--- config.mk ---
export PLATFORM = sky130hd
export DESIGN_NAME = lane_word_align
export DESIGN_NICKNAME = d
export VERILOG_FILES = /design/src/rtl/lane_align_pkg.sv /design/src/rtl/lane_word_gather.sv /design/src/rtl/lane_word_align.sv
export SDC_FILE = /design/constraint.sdc
export NUM_CORES = 1
export LEC_CHECK = 0
export BUFFER_PORTS_ARGS = -buffer_cell sky130_fd_sc_hd__buf_2
export CORE_ASPECT_RATIO = 0.8
export CORE_MARGIN = 2
export CORE_UTILIZATION = 35
export CTS_CLUSTER_DIAMETER = 60
export DETAILED_ROUTE_END_ITERATION = 8
export SLEW_MARGIN = 25
export SYNTH_ARGS = -nofsm -noshare
export SYNTH_HDL_FRONTEND = slang
export SYNTH_SLANG_ARGS = --single-unit
--- constraint.sdc ---
create_clock -name dco_clk -period 5.8 [get_ports dco_clk]
set_input_delay 0.29 -clock dco_clk [delete_from_list [all_inputs] [get_ports dco_clk]]
set_output_delay 0.29 -clock dco_clk [all_outputs]
set_load 0.02 [all_outputs]
--- src/rtl/lane_align_pkg.sv ---
// -----------------------------------------------------------------------------
// lane_align_pkg
// Shared types and width helpers for the DDR lane word aligner.
//   align_state_t  : training FSM states
//   off_width()    : width of a per-lane slip offset for a given word width
//   phase_width()  : width of the shared pair-phase counter
//   attempt_width(): width of the training attempt counter (must hold WORD_BITS)
// -----------------------------------------------------------------------------
package lane_align_pkg;

  typedef enum logic [2:0] {
    ST_IDLE   = 3'd0,
    ST_CHECK  = 3'd1,
    ST_SETTLE = 3'd2,
    ST_LOCKED = 3'd3,
    ST_FAIL   = 3'd4
  } align_state_t;

  localparam int unsigned WORD_BITS_MIN  = 4;
  localparam int unsigned WORD_BITS_MAX  = 16;
  localparam int unsigned SETTLE_CNT_W   = 3;

  function automatic int unsigned off_width(input int unsigned wb);
    return (wb > 1) ? $clog2(wb) : 1;
  endfunction

  function automatic int unsigned phase_width(input int unsigned wb);
    return (wb / 2 > 1) ? $clog2(wb / 2) : 1;
  endfunction

  function automatic int unsigned attempt_width(input int unsigned wb);
    return $clog2(wb + 1);
  endfunction

endpackage

--- src/rtl/lane_word_gather.sv ---
// -----------------------------------------------------------------------------
// lane_word_gather
// One DDR lane: bit history, slip offset counter and window mux.
//   dco_clk, rst_n : clock / async active-low reset
//   i_rise, i_fall : bit pair for this edge (rise is the older bit)
//   i_emit         : capture a word on this edge
//   i_slip         : advance the offset by one bit (mod WORD_BITS)
//   o_word         : captured word, MSB = oldest bit
//   o_offset       : current slip offset
// -----------------------------------------------------------------------------
module lane_word_gather
  import lane_align_pkg::*;
#(
  parameter int WORD_BITS = 8,
  parameter int OFF_W     = off_width(WORD_BITS)
) (
  input  logic                 dco_clk,
  input  logic                 rst_n,
  input  logic                 i_rise,
  input  logic                 i_fall,
  input  logic                 i_emit,
  input  logic                 i_slip,
  output logic [WORD_BITS-1:0] o_word,
  output logic [OFF_W-1:0]     o_offset
);

  localparam int HIST_W = 2 * WORD_BITS;
  localparam int IDX_W  = $clog2(HIST_W);

  // The stored bits plus the pair arriving this edge form the full
  // 2*WORD_BITS history; the oldest pair would only ever be shifted out,
  // so it is not kept in the register.
  logic [HIST_W-3:0]    r_hist;
  logic [HIST_W-1:0]    w_win;
  logic [WORD_BITS-1:0] w_word;
  logic [WORD_BITS-1:0] r_word;
  logic [OFF_W-1:0]     r_offset;

  // Window position p lives at bit HIST_W-1-p (position 0 = oldest).
  assign w_win = {r_hist, i_rise, i_fall};

  // Select positions offset..offset+WORD_BITS-1, oldest bit into the MSB.
  always_comb begin
    w_word = '0;
    for (int j = 0; j < WORD_BITS; j++) begin
      w_word[WORD_BITS-1-j] = w_win[IDX_W'(HIST_W - 1 - j) - IDX_W'(r_offset)];
    end
  end

  // History shift, two bits per edge.
  always_ff @(posedge dco_clk or negedge rst_n) begin
    if (!rst_n) begin
      r_hist <= '0;
    end else begin
      r_hist <= w_win[HIST_W-3:0];
    end
  end

  // Slip offset; WORD_BITS need not be a power of two, so wrap explicitly.
  always_ff @(posedge dco_clk or negedge rst_n) begin
    if (!rst_n) begin
      r_offset <= '0;
    end else if (i_slip) begin
      r_offset <= (r_offset == OFF_W'(WORD_BITS - 1)) ? '0 : r_offset + OFF_W'(1);
    end
  end

  // Word capture; the mux uses the registered offset, so a slip on an
  // emission edge only affects the following emission.
  always_ff @(posedge dco_clk or negedge rst_n) begin
    if (!rst_n) begin
      r_word <= '0;
    end else if (i_emit) begin
      r_word <= w_word;
    end
  end

  assign o_word   = r_word;
  assign o_offset = r_offset;

endmodule

--- src/rtl/lane_word_align.sv ---
// -----------------------------------------------------------------------------
// lane_word_align
// Deserialises LANES DDR lanes into WORD_BITS words and trains each lane's
// bit offset against TRAIN_PATTERN.
//   dco_clk, rst_n  : clock / async active-low reset
//   in_rise/in_fall : per-lane bit pair, rise is the earlier bit
//   bitslip_pulse   : manual one-bit slip per lane (only when not training)
//   train_start     : start (or restart) training
//   word_data       : aligned words, lane 0 in LSBs
//   word_valid      : one-cycle strobe per frame
//   lane_offset     : per-lane slip offset
//   lane_locked     : per-lane pattern match during training
//   align_busy/done/fail : training status
// -----------------------------------------------------------------------------
module lane_word_align
  import lane_align_pkg::*;
#(
  parameter int                   LANES         = 4,
  parameter int                   WORD_BITS     = 8,
  parameter logic [WORD_BITS-1:0] TRAIN_PATTERN = WORD_BITS'(8'hF0),
  parameter int                   SETTLE_WORDS  = 1
) (
  input  logic                                 dco_clk,
  input  logic                                 rst_n,
  input  logic [LANES-1:0]                     in_rise,
  input  logic [LANES-1:0]                     in_fall,
  input  logic [LANES-1:0]                     bitslip_pulse,
  input  logic                                 train_start,
  output logic [LANES*WORD_BITS-1:0]           word_data,
  output logic                                 word_valid,
  output logic [LANES*off_width(WORD_BITS)-1:0] lane_offset,
  output logic [LANES-1:0]                     lane_locked,
  output logic                                 align_busy,
  output logic                                 align_done,
  output logic                                 align_fail
);

  localparam int OFF_W = off_width(WORD_BITS);
  localparam int PH_W  = phase_width(WORD_BITS);
  localparam int AT_W  = attempt_width(WORD_BITS);
  localparam logic [PH_W-1:0] PH_LAST = PH_W'(WORD_BITS / 2 - 1);

  logic [PH_W-1:0]     r_phase;
  logic                w_emit;
  logic                r_word_valid;
  align_state_t        r_state, w_state_nxt;
  logic [LANES-1:0]    r_locked;
  logic [LANES-1:0]    w_match, w_lock_nxt, w_slip;
  logic [AT_W-1:0]     r_attempts, w_att_inc;
  logic [SETTLE_CNT_W-1:0] r_settle_cnt;
  logic                w_busy_now, w_busy_nxt, w_done_nxt, w_fail_nxt;
  logic                r_busy, r_done, r_fail;
  logic [LANES*WORD_BITS-1:0] w_word_bus;
  logic [LANES*OFF_W-1:0]     w_offset_bus;

  assign w_emit     = (r_phase == PH_LAST);
  assign w_busy_now = (r_state == ST_CHECK) || (r_state == ST_SETTLE);
  assign w_lock_nxt = r_locked | w_match;
  assign w_att_inc  = r_attempts + AT_W'(1);

  genvar g;
  generate
    for (g = 0; g < LANES; g++) begin : g_lane
      lane_word_gather #(
        .WORD_BITS (WORD_BITS),
        .OFF_W     (OFF_W)
      ) u_gather (
        .dco_clk  (dco_clk),
        .rst_n    (rst_n),
        .i_rise   (in_rise[g]),
        .i_fall   (in_fall[g]),
        .i_emit   (w_emit),
        .i_slip   (w_slip[g]),
        .o_word   (w_word_bus[g*WORD_BITS +: WORD_BITS]),
        .o_offset (w_offset_bus[g*OFF_W +: OFF_W])
      );
      assign w_match[g] = (w_word_bus[g*WORD_BITS +: WORD_BITS] == TRAIN_PATTERN);
    end
  endgenerate

  // Shared pair-phase counter and frame strobe.
  always_ff @(posedge dco_clk or negedge rst_n) begin
    if (!rst_n) begin
      r_phase      <= '0;
      r_word_valid <= 1'b0;
    end else begin
      r_phase      <= w_emit ? '0 : r_phase + PH_W'(1);
      r_word_valid <= w_emit;
    end
  end

  // Slip requests: training slips unmatched lanes on each compare; manual
  // slips apply only outside training and never disturb a locked lane.
  always_comb begin
    w_slip = '0;
    if ((r_state == ST_CHECK) && r_word_valid && !train_start) begin
      w_slip = ~w_lock_nxt;
    end else if (!w_busy_now) begin
      w_slip = bitslip_pulse & ~r_locked;
    end else begin
      w_slip = '0;
    end
  end

  // FSM state register.
  always_ff @(posedge dco_clk or negedge rst_n) begin
    if (!rst_n) begin
      r_state <= ST_IDLE;
    end else begin
      r_state <= w_state_nxt;
    end
  end

  // FSM next-state logic.
  always_comb begin
    w_state_nxt = r_state;
    if (train_start) begin
      w_state_nxt = ST_CHECK;
    end else begin
      case (r_state)
        ST_IDLE: w_state_nxt = ST_IDLE;
        ST_CHECK: begin
          if (!r_word_valid) begin
            w_state_nxt = ST_CHECK;
          end else if (&w_lock_nxt) begin
            w_state_nxt = ST_LOCKED;
          end else if (w_att_inc == AT_W'(WORD_BITS)) begin
            w_state_nxt = ST_FAIL;
          end else begin
            w_state_nxt = ST_SETTLE;
          end
        end
        ST_SETTLE: begin
          if (SETTLE_WORDS == 0) begin
            w_state_nxt = ST_CHECK;
          end else if (r_word_valid && (r_settle_cnt == SETTLE_CNT_W'(SETTLE_WORDS - 1))) begin
            w_state_nxt = ST_CHECK;
          end else begin
            w_state_nxt = ST_SETTLE;
          end
        end
        ST_LOCKED: w_state_nxt = ST_LOCKED;
        ST_FAIL:   w_state_nxt = ST_FAIL;
        default:   w_state_nxt = ST_IDLE;
      endcase
    end
  end

  // FSM output decode from the next state, so the flags are registered
  // and line up with the state they describe.
  always_comb begin
    w_busy_nxt = (w_state_nxt == ST_CHECK) || (w_state_nxt == ST_SETTLE);
    w_done_nxt = (w_state_nxt == ST_LOCKED);
    w_fail_nxt = (w_state_nxt == ST_FAIL);
  end

  // Status flag registers.
  always_ff @(posedge dco_clk or negedge rst_n) begin
    if (!rst_n) begin
      r_busy <= 1'b0;
      r_done <= 1'b0;
      r_fail <= 1'b0;
    end else begin
      r_busy <= w_busy_nxt;
      r_done <= w_done_nxt;
      r_fail <= w_fail_nxt;
    end
  end

  // Lock mask and attempt counter, updated on each compare in CHECK.
  always_ff @(posedge dco_clk or negedge rst_n) begin
    if (!rst_n) begin
      r_locked   <= '0;
      r_attempts <= '0;
    end else if (train_start) begin
      r_locked   <= '0;
      r_attempts <= '0;
    end else if ((r_state == ST_CHECK) && r_word_valid) begin
      r_locked <= w_lock_nxt;
      if (!(&w_lock_nxt)) begin
        r_attempts <= w_att_inc;
      end
    end
  end

  // Counts discarded frames while settling after a slip.
  always_ff @(posedge dco_clk or negedge rst_n) begin
    if (!rst_n) begin
      r_settle_cnt <= '0;
    end else if (r_state != ST_SETTLE) begin
      r_settle_cnt <= '0;
    end else if (r_word_valid) begin
      r_settle_cnt <= r_settle_cnt + SETTLE_CNT_W'(1);
    end
  end

  assign word_data   = w_word_bus;
  assign word_valid  = r_word_valid;
  assign lane_offset = w_offset_bus;
  assign lane_locked = r_locked;
  assign align_busy  = r_busy;
  assign align_done  = r_done;
  assign align_fail  = r_fail;

endmodule

==> metrics.log <==
[metrics] Wirelength per Cell: 18.0 µm
[metrics] Total Routed Length: about 15000 µm
[metrics] clock sink count: 120
[metrics] first-pass GRT wire length: 24500 µm
[metrics] standard-cell row count: 46
[metrics] sequential fraction of the synthesis area: 43.2%
[metrics] routed vias: 4526
[metrics] Yosys top cell by area: sky130_fd_sc_hd__dfrtp_1
[metrics] IR drop worst, VDD: 0.000181 V
[metrics] setup TNS after final layout: 0 ns
[metrics] peak clock frequency supported by timing: 309 MHz
[metrics] final weighted congestion in routability-driven placement: between 0.8 and 0.9
[metrics] die boundary height: 130 µm
[metrics] switching power: 1.70 mW
[metrics] standard cell core area: about 20000 µm²
[metrics] number of max-slew violations in the final report: 0
[metrics] cell-internal power: a little under 3 mW
[metrics] Post-CTS Setup Bufs: 0
[metrics] post-synth net total: 560
[metrics] worst slew slack as a fraction of its limit: between 30% and 40%
[metrics] maximum net fanout on the critical path: 20
[metrics] Antenna Diode Count: 0
[metrics] number of antenna violations at the first check in global routing: 0
[metrics] CP startpoint kind: register
[metrics] post-cts sizing count: 0
[metrics] buffer depth of the longest clock path: 2
[metrics] Finish-stage setup viols: 0
[metrics] Maximum Capacitance Violations: 0
[metrics] area share of the leading cell type in the synthesized netlist: 43.2%
[metrics] arrival time reported for the critical path endpoint: 3.53 ns
[metrics] setup slack after layout: 2.56 ns
[metrics] Antenna Nets Post-Route: 0
[metrics] Post-DP Area: 7490 µm²
[metrics] clock transition time at the flip-flop clock pins of the worst setup and hold paths: 0.06 ns
[metrics] clock network latency to the later pin of the worst-skew pair: 0.41 ns
[metrics] Clk pwr share: 24.2%
[metrics] input/output buffers: 66
[metrics] clock period minus worst slack: 3.24 ns
[metrics] length of the first detailed-routing pass in iterations: 4
[metrics] Cell variety after synth: slightly above 40
[metrics] Root Buffer: sky130_fd_sc_hd__clkbuf_16
[metrics] final worst hold slack: 0.0328 ns
[metrics] area growth from synthesis to final layout: 17.1%
[metrics] most common cell after layout, fill and taps aside: sky130_fd_sc_hd__dfrtp_1
[metrics] most used cells in the layout excluding fill and tap cells: sky130_fd_sc_hd__dfrtp_1, sky130_fd_sc_hd__buf_2, sky130_fd_sc_hd__mux4_2, sky130_fd_sc_hd__ha_1, sky130_fd_sc_hd__nor2_1
[metrics] Detail Placement HPWL: 10800 µm
[metrics] count of flip-flops with a built-in enable after synthesis: 0
[metrics] Crit Path Category: reg -> reg
[metrics] unrepaired setup endpoints after global routing: no
[metrics] switching fraction of total power: a little under two fifths
[metrics] number of violations reported at the end of detailed-routing iteration 0: 292
[metrics] type of destination of the critical path: register
[metrics] maximum number of pins on one net before global-route repair: 83
[metrics] Filler Cells Inserted: 1794
[metrics] Avg Cell Area, Syn: 13.8 µm²
[metrics] I/O pins: 67
[metrics] Post-Syn Instances: 504
[metrics] Horiz. Die Dim: roughly 160 µm
[metrics] result of the run: finished, final reports clean
[metrics] DRC viols: 0
[metrics] number of CTS-inserted buffers: 17
[metrics] worst slack after detailed placement: ~2.6 ns
[metrics] async set-or-reset flop fraction in the synthesized netlist: 100%
[metrics] vias per cell: 5.38
[metrics] part of the total power dissipated in sequential elements: 29.4%
[metrics] PD cells: about 570 nW/µm²
[metrics] cell types occupying the most area after synthesis: sky130_fd_sc_hd__dfrtp_1, sky130_fd_sc_hd__mux4_2, sky130_fd_sc_hd__mux4_1, sky130_fd_sc_hd__ha_1, sky130_fd_sc_hd__mux2_2
[metrics] Post-layout nets: between 600 and 700
[metrics] cell area after technology mapping: 6950 µm²
[metrics] CTS tree: built
[metrics] Most used DFF post-synth: sky130_fd_sc_hd__dfrtp_1
[metrics] via count of the first global-routing pass: roughly 4500
[metrics] Worst Tran Pin Value: about 0.90 ns
[metrics] post-route design area: ~8100 µm²
[metrics] portion of total power attributed to combinational logic: 46.4%
[metrics] CTS HTree Levels: 4
[metrics] FF+latch count, synth: 120
[metrics] grt ovf: 0
[metrics] total global routing track utilization: between 10% and 20%
[metrics] worst path required time: 6.09 ns
[metrics] Initial Utilization: 35.4%
[metrics] die area: 21000 µm²
[metrics] Syn. warnings: 0
[metrics] Leakage Power: 3.49 nW
[metrics] post-route total power: 4.61 mW
[metrics] Final Hold Violating Endpoints: 0
[metrics] worst min path class: in -> reg
[metrics] final cycle utilization of the critical path: 55.8%
[metrics] fraction of layout instances using a drive strength above 1: a little under a third
[metrics] worst clock skew on the final layout: between 0.01 and 0.015 ns
[metal layers]
layer	part of all wire, %	wire length [µm]	global-route usage, %
met1	47	7040	20.7
met2	48	7220	23.7
met3	4.5	677	3.62
met4	1.3	200	5.25
met5	0	0	0
[registers in the layout (all words and copies together), names as in the netlist, 2 cells and up]
name	flops
r_state	3
lane_locked	4
r_settle_cnt	3
r_attempts	4
g_lane.u_gather.o_word	32
r_phase	2
g_lane.u_gather.o_offset	12
g_lane.u_gather.r_hist	56
[path summary, 6_finish.rpt]
path / from / endpoint / slack, ns / cells past startpoint
setup / recovery: g_lane[3].u_gather.o_offset[0] / g_lane[3].u_gather.o_word[0] / 2.56 / 5
min in group asynchronous: rst_n / g_lane[0].u_gather.o_word[0] / 0.40 / 2
hold reg to reg: g_lane[2].u_gather.r_hist[2] / g_lane[2].u_gather.r_hist[4] / 0.42 / 0
max in group asynchronous: rst_n / g_lane[2].u_gather.o_word[2] / 4.30 / 3
hold / removal: in_rise[0] / g_lane[0].u_gather.r_hist[1] / 0.03 / 1
setup reg to reg: g_lane[3].u_gather.o_offset[0] / g_lane[3].u_gather.o_word[0] / 2.56 / 5
[metrics by stage]
stage	utilization, %	instances
after global placement	38.2	809
final	41.5	842
after floorplan	-	504
after global routing	41.5	842
after detailed placement	38.2	809
after CTS	41.4	842
[critical path, stage by stage, from the launching register on]
cell and delay [ns]:
sky130_fd_sc_hd__dfrtp_1 0.89, sky130_fd_sc_hd__inv_1 0.28, sky130_fd_sc_hd__ha_1 0.63, sky130_fd_sc_hd__mux4_2 0.60, sky130_fd_sc_hd__mux4_2 0.46, sky130_fd_sc_hd__mux2_2 0.27
[cell usage after synthesis, drive strengths merged, types with 3 or more instances]
cell type / count
clkbuf: 9
buf: 17
a31oi: 5
a21oi: 27
nand2b: 5
a211oi: 7
a32oi: 4
xor2: 5
a21o: 4
nor3: 6
and4: 4
a21boi: 5
nor2: 37
mux2i: 12
nand3: 5
nor2b: 4
ha: 41
or3: 3
nor4: 6
mux2: 29
mux4: 74
xnor2: 3
nand2: 28
inv: 24
dfrtp: 120
o21ai: 9
[timing repair]
action / CTS / global route
hold endpoints to repair: 38 / 0
hold buffers: 1 / 0
endpoints found under the setup margin: 0 / 0
[kinds of logic after synthesis]
family	count (synthesis)	share of synthesized area, %
AO/OA/AOI/OAI	69	6.61
XOR/XNOR	8	1.01
adder cells (fa/ha/maj)	41	7.38
multiplexers	115	31.7
buffers and inverters	50	3.19
AND/OR/NAND/NOR	101	6.88
flip-flops	120	43.2
[cell type report]
type                            count  area (µm²)  area share (%)
Clock buffer                       25         485            5.96
Multi-Input combinational cell    334        3740            45.9
Sequential cell                   120        3000            36.9
Inverter                           24        90.1            1.11
Clock inverter                      7         140            1.72
Timing Repair Buffer               68         354            4.35
Tap cell                          264         330            4.06
[power groups by stage]
stage	logic [mW]	registers [mW]	clock network [mW]
global route	2.32	1.40	1.18
global placement	2.09	1.36	0
floorplan	1.60	1.38	0
detailed placement	2.13	1.37	0
CTS	2.15	1.36	1.14
finish	2.14	1.36	1.12
Note: power is estimated with default switching activity, not from simulation.
